**config.mk**
```make
export PLATFORM = sky130hd
export DESIGN_NAME = knight_rider_scanner
export DESIGN_NICKNAME = d
export VERILOG_FILES = /design/src/rtl/knight_rider_scanner.sv
export SDC_FILE = /design/constraint.sdc
export NUM_CORES = 1
export LEC_CHECK = 0
export BUFFER_PORTS_ARGS = -buffer_cell sky130_fd_sc_hd__buf_2
export CORE_MARGIN = 10
export CORE_UTILIZATION = 65
export CTS_CLUSTER_SIZE = 40
export DETAILED_ROUTE_END_ITERATION = 16
export PLACE_DENSITY = 0.9
export SETUP_SLACK_MARGIN = 0.3
export SLEW_MARGIN = 20
export SYNTH_ARGS = -nofsm -noshare
export SYNTH_HDL_FRONTEND = slang
export SYNTH_SLANG_ARGS = --single-unit
```
**constraint.sdc**
```tcl
create_clock -name CLK -period 4.1 [get_ports CLK]
set_clock_uncertainty 0.15 [all_clocks]
set_input_delay 0.205 -clock CLK [delete_from_list [all_inputs] [get_ports CLK]]
set_output_delay 0.205 -clock CLK [all_outputs]
set_load 0.05 [all_outputs]
```
**src/rtl/knight_rider_scanner.sv**
```systemverilog
// -----------------------------------------------------------------------------
// knight_rider_scanner
//
// One lit LED sweeps across an LED bank. A clock divider sets the sweep rate.
// The sweep either bounces end-to-end (mode = 0) or wraps around (mode = 1).
// Each press of the OnOff push button toggles between scanning and idle.
//
// Parameters
//   LEDS : number of LEDs driven (2..32)
//   DIV  : CLK cycles per scan step (>= 4)
//   CW   : divider counter width (2^CW > DIV)
//
// Ports
//   CLK       in   board clock, rising-edge active
//   clr       in   asynchronous active-low reset
//   OnOff     in   asynchronous push button, pressed = 0
//   mode      in   0 = bounce, 1 = wrap (sampled on step ticks only)
//   LEDRArray out  LED drive, registered
//   running   out  high while scanning
//   step      out  one-cycle pulse per scan step
//
// Optional feature
//   KRS_TRAIL_EN : when defined, the previous head position is driven at 25%
//                  duty (high when cnt[1:0] == 2'b00) behind the lit head.
// -----------------------------------------------------------------------------
module knight_rider_scanner #(
  parameter int LEDS = 10,
  parameter int DIV  = 5000000,
  parameter int CW   = 32
) (
  input  logic            CLK,
  input  logic            clr,
  input  logic            OnOff,
  input  logic            mode,
  output logic [LEDS-1:0] LEDRArray,
  output logic            running,
  output logic            step
);

  localparam int PW = (LEDS > 1) ? $clog2(LEDS) : 1;
  localparam logic [PW-1:0]   POS_MAX  = PW'(LEDS - 1);
  localparam logic [PW-1:0]   POS_ONE  = PW'(1);
  localparam logic [PW-1:0]   POS_ZERO = PW'(0);
  localparam logic [CW-1:0]   CNT_MAX  = CW'(DIV - 1);
  localparam logic [CW-1:0]   CNT_ONE  = CW'(1);
  localparam logic [CW-1:0]   CNT_ZERO = CW'(0);
  localparam logic [LEDS-1:0] LED_ONE  = LEDS'(1);

  typedef enum logic [1:0] {
    IDLE      = 2'd0,
    SCAN_UP   = 2'd1,
    SCAN_DOWN = 2'd2
  } state_e;

  // Button synchroniser chain and registered falling-edge pulse.
  logic sync1_q, sync2_q, sync3_q, fall_q;

  state_e          state_q, state_d;
  logic            dir_up_q, dir_up_d;   // direction to resume with from IDLE
  logic [PW-1:0]   pos_q, pos_d;
  logic [CW-1:0]   cnt_q, cnt_d;
  logic            step_q, step_d;
  logic [LEDS-1:0] led_q, led_d;
  logic            run_s;

  assign run_s     = (state_q != IDLE);
  assign running   = run_s;
  assign step      = step_q;
  assign LEDRArray = led_q;

  // Synchronise the button and register a one-cycle pulse per press.
  always_ff @(posedge CLK or negedge clr) begin
    if (!clr) begin
      sync1_q <= 1'b1;
      sync2_q <= 1'b1;
      sync3_q <= 1'b1;
      fall_q  <= 1'b0;
    end else begin
      sync1_q <= OnOff;
      sync2_q <= sync1_q;
      sync3_q <= sync2_q;
      fall_q  <= sync3_q & ~sync2_q;
    end
  end

  // Next-state logic: run toggle, divider and position update.
  always_comb begin
    state_d = state_q;
    pos_d   = pos_q;
    cnt_d   = cnt_q;
    step_d  = 1'b0;
    if (fall_q) begin
      // A toggle beats a coincident step: no move, divider restarts.
      cnt_d = CNT_ZERO;
      if (run_s) begin
        state_d = IDLE;
      end else begin
        state_d = dir_up_q ? SCAN_UP : SCAN_DOWN;
      end
    end else if (run_s) begin
      if (cnt_q == CNT_MAX) begin
        cnt_d  = CNT_ZERO;
        step_d = 1'b1;
        if (mode) begin
          state_d = SCAN_UP;
          pos_d   = (pos_q == POS_MAX) ? POS_ZERO : pos_q + POS_ONE;
        end else begin
          case (state_q)
            SCAN_UP: begin
              if (pos_q == POS_MAX) begin
                state_d = SCAN_DOWN;
                pos_d   = POS_MAX - POS_ONE;
              end else begin
                pos_d = pos_q + POS_ONE;
              end
            end
            SCAN_DOWN: begin
              if (pos_q == POS_ZERO) begin
                state_d = SCAN_UP;
                pos_d   = POS_ONE;
              end else begin
                pos_d = pos_q - POS_ONE;
              end
            end
            default: begin
              state_d = IDLE;
            end
          endcase
        end
      end else begin
        cnt_d = cnt_q + CNT_ONE;
      end
    end else begin
      cnt_d = CNT_ZERO;
    end
  end

  // Remember the latest scan direction so a resume continues the same way.
  always_comb begin
    dir_up_d = dir_up_q;
    case (state_d)
      SCAN_UP:   dir_up_d = 1'b1;
      SCAN_DOWN: dir_up_d = 1'b0;
      default:   dir_up_d = dir_up_q;
    endcase
  end

  // State, direction, position, divider and step pulse registers.
  always_ff @(posedge CLK or negedge clr) begin
    if (!clr) begin
      state_q  <= IDLE;
      dir_up_q <= 1'b1;
      pos_q    <= POS_ZERO;
      cnt_q    <= CNT_ZERO;
      step_q   <= 1'b0;
    end else begin
      state_q  <= state_d;
      dir_up_q <= dir_up_d;
      pos_q    <= pos_d;
      cnt_q    <= cnt_d;
      step_q   <= step_d;
    end
  end

`ifdef KRS_TRAIL_EN
  logic [PW-1:0] prev_q;
  logic          trail_vld_q;

  // Capture the position left behind by each step.
  always_ff @(posedge CLK or negedge clr) begin
    if (!clr) begin
      prev_q      <= POS_ZERO;
      trail_vld_q <= 1'b0;
    end else if (step_d) begin
      prev_q      <= pos_q;
      trail_vld_q <= 1'b1;
    end else begin
      prev_q      <= prev_q;
      trail_vld_q <= trail_vld_q;
    end
  end

  // LED image: head one-hot plus a 25%-duty trail; head bit always wins.
  always_comb begin
    led_d = '0;
    if (run_s) begin
      led_d = LED_ONE << pos_q;
      if (trail_vld_q && (cnt_q[1:0] == 2'b00)) begin
        led_d = led_d | (LED_ONE << prev_q);
      end else begin
        led_d = led_d;
      end
    end else begin
      led_d = '0;
    end
  end
`else
  // LED image: strictly one-hot at the head while scanning, dark when idle.
  always_comb begin
    led_d = '0;
    if (run_s) begin
      led_d = LED_ONE << pos_q;
    end else begin
      led_d = '0;
    end
  end
`endif

  // Registered LED drive.
  always_ff @(posedge CLK or negedge clr) begin
    if (!clr) begin
      led_q <= '0;
    end else begin
      led_q <= led_d;
    end
  end

endmodule

```
==> run summary, run 1 <==
The flow ran to the end, and the final reports show no timing, DRC or antenna violations. TritonCTS built the clock tree. For the post-cts repair resize count, the log shows 0. The standard-cell row count is 24, and the wire length of the first global-routing pass is 9.604 mm. The net count of the finished layout is 316. The measured slew at the worst slew-check pin is 0.6534 ns, and the average wire per standard cell is 16.03 um. Setup repair after global routing left no endpoint under its margin. The most used flip-flop cell after synthesis is dfrtp_1. The number of warnings reported in the yosys synthesis log was 0; the fraction of final layout cells with drive strength greater than 1 was 0.1471. The shortest clock period the worst path allows after layout works out to 2.478 ns. The clock net in this run drives a total of 54 sinks.

Synthesis inferred 54 register bits. The reported net switching power came out at 392.4 uW. The finished layout holds 358 standard cells, fillers aside. The clock network latency to the later pin of the worst-skew pair is 0.31 ns.

For the via count of the first global-routing pass, the log shows 2116. The synthesized netlist contains 48 unique library cells. The detailed-route vias per instance works out to 6.190. Once detailed placement completed, the half-perimeter wirelength came to 3.930 mm.

Broken down by cell family, the worst path's largest delay share belongs to simple AND/OR/NAND/NOR gates. STA puts the critical path data required time at 4.19 ns. Based on the critical path, the design can be clocked at up to 403.5 MHz. The number of enable flip-flop cells after synthesis came out at 0. The type of element launching the critical path was a flip-flop. The setup TNS after final layout is 0 ns. Counting along the longest clock path gives a buffer depth of 2. The cell area after synthesis was 0.002907 mm^2; the number of setup buffers added after CTS was 0. Entering global routing, the biggest net connects 55 pins. The share of async-settable or async-resettable flops after synthesis was 1.000; the routed length on met2 was 2.688 mm. In this run the number of H-tree levels came out at 2.

The ratio of final minimum period to clock period came out at 0.6045. The global-route total usage across every layer is 0.1538, and the signed area change from the synthesized netlist to the final layout is 5.854%. The highest routed metal layer was met4. The tools report the met1 layer wirelength in the final routing as 2.530 mm.

On the final layout, the worst hold slack is 0.2121 ns. Clock group share of total power: 0.263. The longest individual stage delay on the worst path is 0.43 ns. The detailed router's first-iteration violation count was 193; the number of antenna violations at the first check in global routing was 0. The global route total overflow is 0, and the floorplan die area is 0.007546 mm^2.

For this design, the slowest cell found on the critical path is nor4_4. The number of ports placed on the die boundary is 16. The detail route stage leaves a number of antenna-violating nets equal to 0.

The cell count after placement was 348. The areal power density over the cells came out at 387.6 mW/mm^2. The die boundary width is 86.87 um, and the count of endpoints failing setup in the final report is 0. Area of combinational cells with multiple inputs: 0.001413 mm^2. The run gives 0.5644 as the relative slew slack. The total area of sequential cells was 0.001356 mm^2; the core footprint was 0.004354 mm^2. The run gives 0.6675 as the starting density of the core.

Cell seen most often among critical-path stages: ha_1. 0 antenna diodes ended up in the layout. Counting the buffers created by CTS gives 5. The buffer cell driving the clock tree root is clkbuf_8. The instance count of the mapped netlist was 297. The critical path is of the reg -> reg type. The die boundary height was 86.87 um; the sequential area share after synthesis was 0.4666.

Together, buffers and inverters on the worst path number 0. The logs give 0 for the number of remaining DRC errors and 0 for the final hold violation count. Across the VDD grid, the largest voltage drop is 0.0003374 V. After clock tree synthesis, the clock-pin slew on the worst setup and hold paths is 0.10 ns. The fraction of power consumed by sequential logic is 0.501, and the count of filler cells inserted in the layout is 325. The run gives 0.236 as the proportion of power drawn by combinational gates.

The min-delay analysis places its worst path in the category reg -> reg. Averaged over all synthesized cells, the footprint is 9.786 um^2. The number of port buffers was 15; the largest fanout of any net on the critical path was 6. The routed design has 5.738 mm of wire. Across all layers, the routed design uses 2216 vias.

The number of maximum-capacitance violations is 0, and the post-synth net total is 308. Buffers inserted to repair hold after CTS numbered 2. The run gives 2.57 ns as the data arrival time of the worst path. The tools report the endpoint class of the critical path as a flip-flop. The critical path goes through ha_1 > and3_1 > nand2_1 > nor4_4 > mux2i_1 > o21a_1 > ha_1 > o21ai_0. The share of total power consumed by net switching works out to 0.3290. The detailed-routed wire length on met3 is 438 um, and the number of optimization iterations in the first detailed-route pass is 4.

The logs give 0 for the number of pins exceeding their max-slew limit in the final report and 0.8696 for the final weighted congestion of routability-driven global placement. The run gives 800.2 uW as the cell-internal power. The analysis attributes to cell leakage a power of 1.330 nW.
[registers in the layout, indices dropped and copies added (netlist names)]
name and cells:
cnt_q 32, LEDRArray 10, pos_q 4, state_q 2, dir_up_q 1, fall_q 1, step 1, sync1_q 1
sync2_q 1, sync3_q 1
[power groups by stage]
stage	sequential [mW]	combinational (mW)	clock [mW]
after global routing	0.602	0.312	0.336
after global placement	0.604	0.274	0
after floorplan	0.616	0.227	0
after detailed placement	0.607	0.281	0
after CTS	0.597	0.285	0.319
final	0.597	0.282	0.313
[layout by cell type, fill, tap and decap left out, types with 2 or more instances in the layout]
master,instances
a2bb2oi_1,2
dfrtp_1,50
and3_1,4
nor4_1,15
nor3b_1,2
nand2b_1,3
a21oi_1,10
nor4b_1,5
buf_2,15
dfstp_2,4
o21ai_0,9
nor2_2,10
and4_1,5
dlygate4sd3_1,2
nand3_1,13
nor3_1,10
ha_1,7
or2_2,2
nand2_1,20
and2_1,6
or3_1,6
mux2i_1,4
xor2_1,8
buf_4,2
nand4_1,9
inv_1,9
clkbuf_8,6
xnor2_1,20
nor2_1,28
[Yosys cell counts (all sizes together) (2+ instances only)]
cell type	count	area, um^2
nor4b	6	58.80
and2	7	43.80
a21oi	10	50.05
mux2i	4	40.04
dfstp	4	105.1
nor2	38	167.7
nor3	10	50.05
nand2b	3	18.77
nor3b	2	15.01
buf	8	66.31
and3	4	25.02
or3	6	37.54
nor4	17	127.6
xor2	8	70.07
xnor2	20	175.2
dfrtp	50	1251
a2bb2oi	2	17.52
ha	7	87.58
nand3	13	65.06
inv	9	33.78
or2	2	12.51
and4	5	43.79
nand2	20	75.07
o21ai	9	45.04
clkbuf	10	37.54
nand4	9	56.30
[stage by stage]
stage	power [mW]	setup slack [ns]	instance area, um^2	util
floorplan	0.8434	1.880	2907	-
global placement	0.8785	1.785	2958	0.6793
detailed placement	0.8885	1.662	2958	0.6793
CTS	1.201	1.632	3077	0.7066
global route	1.250	1.454	3077	0.7066
finish	1.193	1.622	3077	0.7066
[worst register-to-register path, delay by kind of cell (launching register included)]
| kind | cells | cell delay [ns] |
|---|---|---|
| compound gates | 2 | 0.32 |
| fa+ha+maj | 2 | 0.45 |
| flops | 1 | 0.42 |
| mux | 1 | 0.26 |
| simple gates | 3 | 0.82 |
[cells by family after synthesis]
| logic type | synth area share |
|---|---|
| simple gates | 0.2975 |
| buf+inv | 0.04735 |
| xor+xnor | 0.08438 |
| compound gates | 0.06027 |
| fa+ha+maj | 0.03013 |
| flops | 0.4666 |
| mux | 0.01378 |
[area by class of cell]
type	instances	share of cell area
well taps	52	0.02115
flip-flops and latches	54	0.4408
inverters	9	0.01098
multi-input cells	216	0.4591
clock inverters	2	0.005287
repair buffers	19	0.03579
clock buffers	6	0.02684
[worst paths after layout]
| check | endpoint | slack [ns] | start | depth (start not counted) |
|---|---|---|---|---|
| max | dir_up_q | 1.62 | cnt_q[0] | 8 |
| min | sync2_q | 0.21 | sync1_q | 0 |
| max reg2reg | dir_up_q | 1.62 | cnt_q[0] | 8 |
| min reg2reg | sync2_q | 0.21 | sync1_q | 0 |
| max in group asynchronous | cnt_q[7] | 2.96 | clr | 3 |
| min in group asynchronous | LEDRArray[9] | 0.38 | clr | 3 |
[metal layers]
layer  up-vias  track usage
met5         -            0
met4         0      0.05449
met3        11      0.03371
met2        88       0.2432
met1      1062       0.2017
li1       1055            -
Note: power is estimated with default switching activity, not from simulation.
==> run 2, diff against run 1 <==
--- a/config.mk
+++ b/config.mk
@@ -7,10 +7,10 @@
 export LEC_CHECK = 0
 export BUFFER_PORTS_ARGS = -buffer_cell sky130_fd_sc_hd__buf_2
 export CORE_MARGIN = 10
-export CORE_UTILIZATION = 65
+export CORE_UTILIZATION = 61
 export CTS_CLUSTER_SIZE = 40
 export DETAILED_ROUTE_END_ITERATION = 16
-export PLACE_DENSITY = 0.9
+export PLACE_DENSITY = 0.86
 export SETUP_SLACK_MARGIN = 0.3
 export SLEW_MARGIN = 20
 export SYNTH_ARGS = -nofsm -noshare
==> constraint.sdc (replaced) <==
create_clock -name CLK -period 2.5 [get_ports CLK]
set_clock_uncertainty 0.15 [all_clocks]
set_input_delay 0.125 -clock CLK [delete_from_list [all_inputs] [get_ports CLK]]
set_output_delay 0.125 -clock CLK [all_outputs]
set_load 0.05 [all_outputs]
==> run 2 against run 1 <==
Combinational power is 110% higher. Largest cell class unchanged. Non-clock buffer count grew 16. Core utilization up 0.10 points.
==> run summary, run 2 (synthesized netlist as in run 1, its figures left out) <==
The run finished with clean final reports. Final weighted congestion of routability-driven global placement: 0.8899 (was 0.8696). Endpoint class of the critical path: a flip-flop (unchanged). The TritonCTS sink count came out at 54 (unchanged). The highest routed metal layer is met4 (unchanged). Number of optimization iterations in the first detailed-route pass: 5 (was 4). The via count of the first global-routing pass is 2343 (was 2116), and the buffer levels on the longest clock path is 2 (unchanged). The number of standard cells in the final layout excluding fillers is 376 (was 358), and the ratio of final minimum period to clock period is 0.9221 (was 0.6045). The tools report the fraction of power consumed by sequential logic as 0.450 (was 0.501). Register with the most flip-flops: cnt_q (unchanged). The standard-cell row count is 25 (was 24), and the met1 layer wirelength in the final routing is 2.728 mm (was 2.530 mm). Detailed-routed wire length on met3: 433 um (was 438 um). The largest fanout of any net on the critical path was 5 (was 6). Required arrival time at the worst endpoint: 2.61 ns (was 4.19 ns). The proportion of power drawn by combinational gates came out at 0.279 (was 0.236). The data arrival time of the worst path came out at 2.41 ns (was 2.57 ns). The tools report the setup TNS after final layout as 0 ns (unchanged). The run gives 0.1948 ns (was 1.622 ns) as the final worst slack.

The count of filler cells inserted in the layout was 330 (was 325). The logs give 0 (unchanged) for the global route total overflow and 0 (unchanged) for the final hold violation count. Signed area change from the synthesized netlist to the final layout: 13.47% (was 5.854%). The total area of sequential cells is 0.001366 mm^2 (was 0.001356 mm^2), and the post-detailed-route count of antenna-violating nets is 0 (unchanged). The floorplan die area is 0.007925 mm^2 (was 0.007546 mm^2).

The shortest clock period the worst path allows after layout works out to 2.305 ns (was 2.478 ns). The detailed-placement wirelength estimate is 4.034 mm (was 3.930 mm). TritonCTS built the clock tree. The buffer cell driving the clock tree root was clkbuf_8 (unchanged). Commonest cells after routing, fill and taps aside: dfrtp_1 (42), nor2_1 (28), xnor2_1 (20) (was dfrtp_1 (50), nor2_1 (28), nand2_1 (20), xnor2_1 (20)). The tools report the starting density of the core as 0.6236 (was 0.6675). The detailed-route vias per instance was 6.229 (was 6.190); the final design utilization was 0.7077 (was 0.7066).

The relative slew slack is 0.6920 (was 0.5644). The count of endpoints failing setup in the final report is 0 (unchanged). The area of combinational cells with multiple inputs came out at 0.001458 mm^2 (was 0.001413 mm^2).

The average wire per standard cell was 17.15 um (was 16.03 um). The number of ports placed on the die boundary was 16 (unchanged); the number of antenna violations at the first check in global routing was 0 (unchanged). The count of nets after finishing is 332 (was 316), and the wire length of the first global-routing pass is 10.58 mm (was 9.604 mm). Setup repair after global routing could not meet its margin everywhere. Cell count after placement: 356 (was 348). Measured slew at the worst slew-check pin: 0.4577 ns (was 0.6534 ns).

The total via count after detailed routing is 2342 (was 2216). Type of the worst min-delay path: in -> async (was reg -> reg). The detailed router's first-iteration violation count was 236 (was 193).

The clock group share of total power is 0.272 (was 0.263), and the largest net degree at the start of global routing is 38 (was 55). The logs give 6.449 mm (was 5.738 mm) for the overall routed net length and 2 (unchanged) for the number of levels in the clock H-tree. The clock slew at the register clock pins of the worst setup and hold paths was 0.09 ns (was 0.10 ns); the placement-stage worst setup slack was 0.1826 ns (was 1.662 ns).

Clock network latency to the later pin of the worst-skew pair: 0.32 ns (was 0.31 ns). The number of remaining DRC errors was 0 (unchanged); the number of pins exceeding their max-slew limit in the final report was 0 (unchanged). Most common library cell in the layout ignoring fill and taps: dfrtp_1 (unchanged). The die boundary height is 89.03 um (was 86.87 um), and the die boundary width is 89.03 um (was 86.87 um). The tools report the cell-internal power as 1.476 mW (was 800.2 uW).

The maximum achievable frequency is 433.8 MHz (was 403.5 MHz), and the flip-flop count of the largest register after layout is 32 (unchanged). The number of maximum-capacitance violations was 0 (unchanged). Share of total power consumed by net switching: 0.3191 (was 0.3290).

The fraction of final layout cells with drive strength greater than 1 is 0.2453 (was 0.1471). The tools report the global-route total usage across every layer as 0.1706 (was 0.1538). The reported net switching power is 691.5 uW (was 392.4 uW), and the setup slack on the worst flop-to-flop path is 0.19 ns (was 1.62 ns). The total clock buffers created by CTS is 5 (unchanged). The routed length on met2 is 3.069 mm (was 2.688 mm), and the number of port buffers is 15 (unchanged).

The worst voltage drop across the vdd grid is 0.0004430 V (was 0.0003374 V), and the count of antenna diodes in the layout is 0 (unchanged). The tools report the type of element launching the critical path as a flip-flop (unchanged). The logs give 2.167 mW (was 1.193 mW) for the total power draw and 1.441 nW (was 1.330 nW) for the leakage power figure. The areal power density over the cells is 657.1 mW/mm^2 (was 387.6 mW/mm^2). Core footprint: 0.004661 mm^2 (was 0.004354 mm^2). The classification of the worst setup path was reg -> reg (unchanged).
==> run 2: power by group through the flow <==
stage / Combinational, mW / Clock (mW) / Sequential [mW]
2_1_floorplan: 0.373 / 0 / 1.01
3_3_place_gp: 0.471 / 0 / 0.992
3_5_place_dp: 0.482 / 0 / 0.994
4_1_cts: 0.521 / 0.595 / 0.973
5_1_grt: 0.661 / 0.622 / 0.982
6_report: 0.604 / 0.588 / 0.974
==> run 2: layout make-up <==
type	count	share of cell area
clock buffer	5	0.02086
clock inverter	3	0.01214
inverter	9	0.01024
multi-input combinational	216	0.4420
sequential	54	0.4143
tap	54	0.02049
timing repair buffer	35	0.08005
==> run 2: worst paths after layout <==
path / cells after the start / endpoint / start
max in group asynchronous: 3 / cnt_q[24] / clr
min in group CLK: 0 / sync2_q / sync1_q
min reg2reg: 0 / sync2_q / sync1_q
min: 2 / pos_q[3] / clr
max: 8 / dir_up_q / cnt_q[13]
max reg2reg: 8 / dir_up_q / cnt_q[13]
==> run 2: per-stage QoR <==
step / area [um^2] / hold slack (ns)
global route: 3298 / 0.1252
detailed placement: 3018 / -0.08290
floorplan: 2907 / -0.3206
CTS: 3214 / 0.1047
global placement: 3018 / -0.08756
finish: 3298 / 0.09610
==> run 2: critical path: stages (launching register included) <==
cell and delay [ns]:
dfrtp_2 0.47, nor4_2 0.27, nand4_1 0.18, nor4_4 0.34, mux2i_1 0.32, o21a_1 0.17, ha_1 0.23, nand2_1 0.07
o21ai_1 0.05
==> run 2: layer usage <==
metal | vias up | global-route usage
met5 | - | 0
met2 | 95 | 0.2799
met1 | 1132 | 0.2026
met4 | 0 | 0.1084
met3 | 20 | 0.03008
li1 | 1095 | -
==> run 2: what timing repair did <==
item	4_1_cts	5_1_grt
pin swaps	4	4
gates resized for setup	11	9
endpoints found under the setup margin	2	26
cloned	0	2
buffers inserted	5	3
endpoints found under the hold margin	18	0
hold buffers	2	0
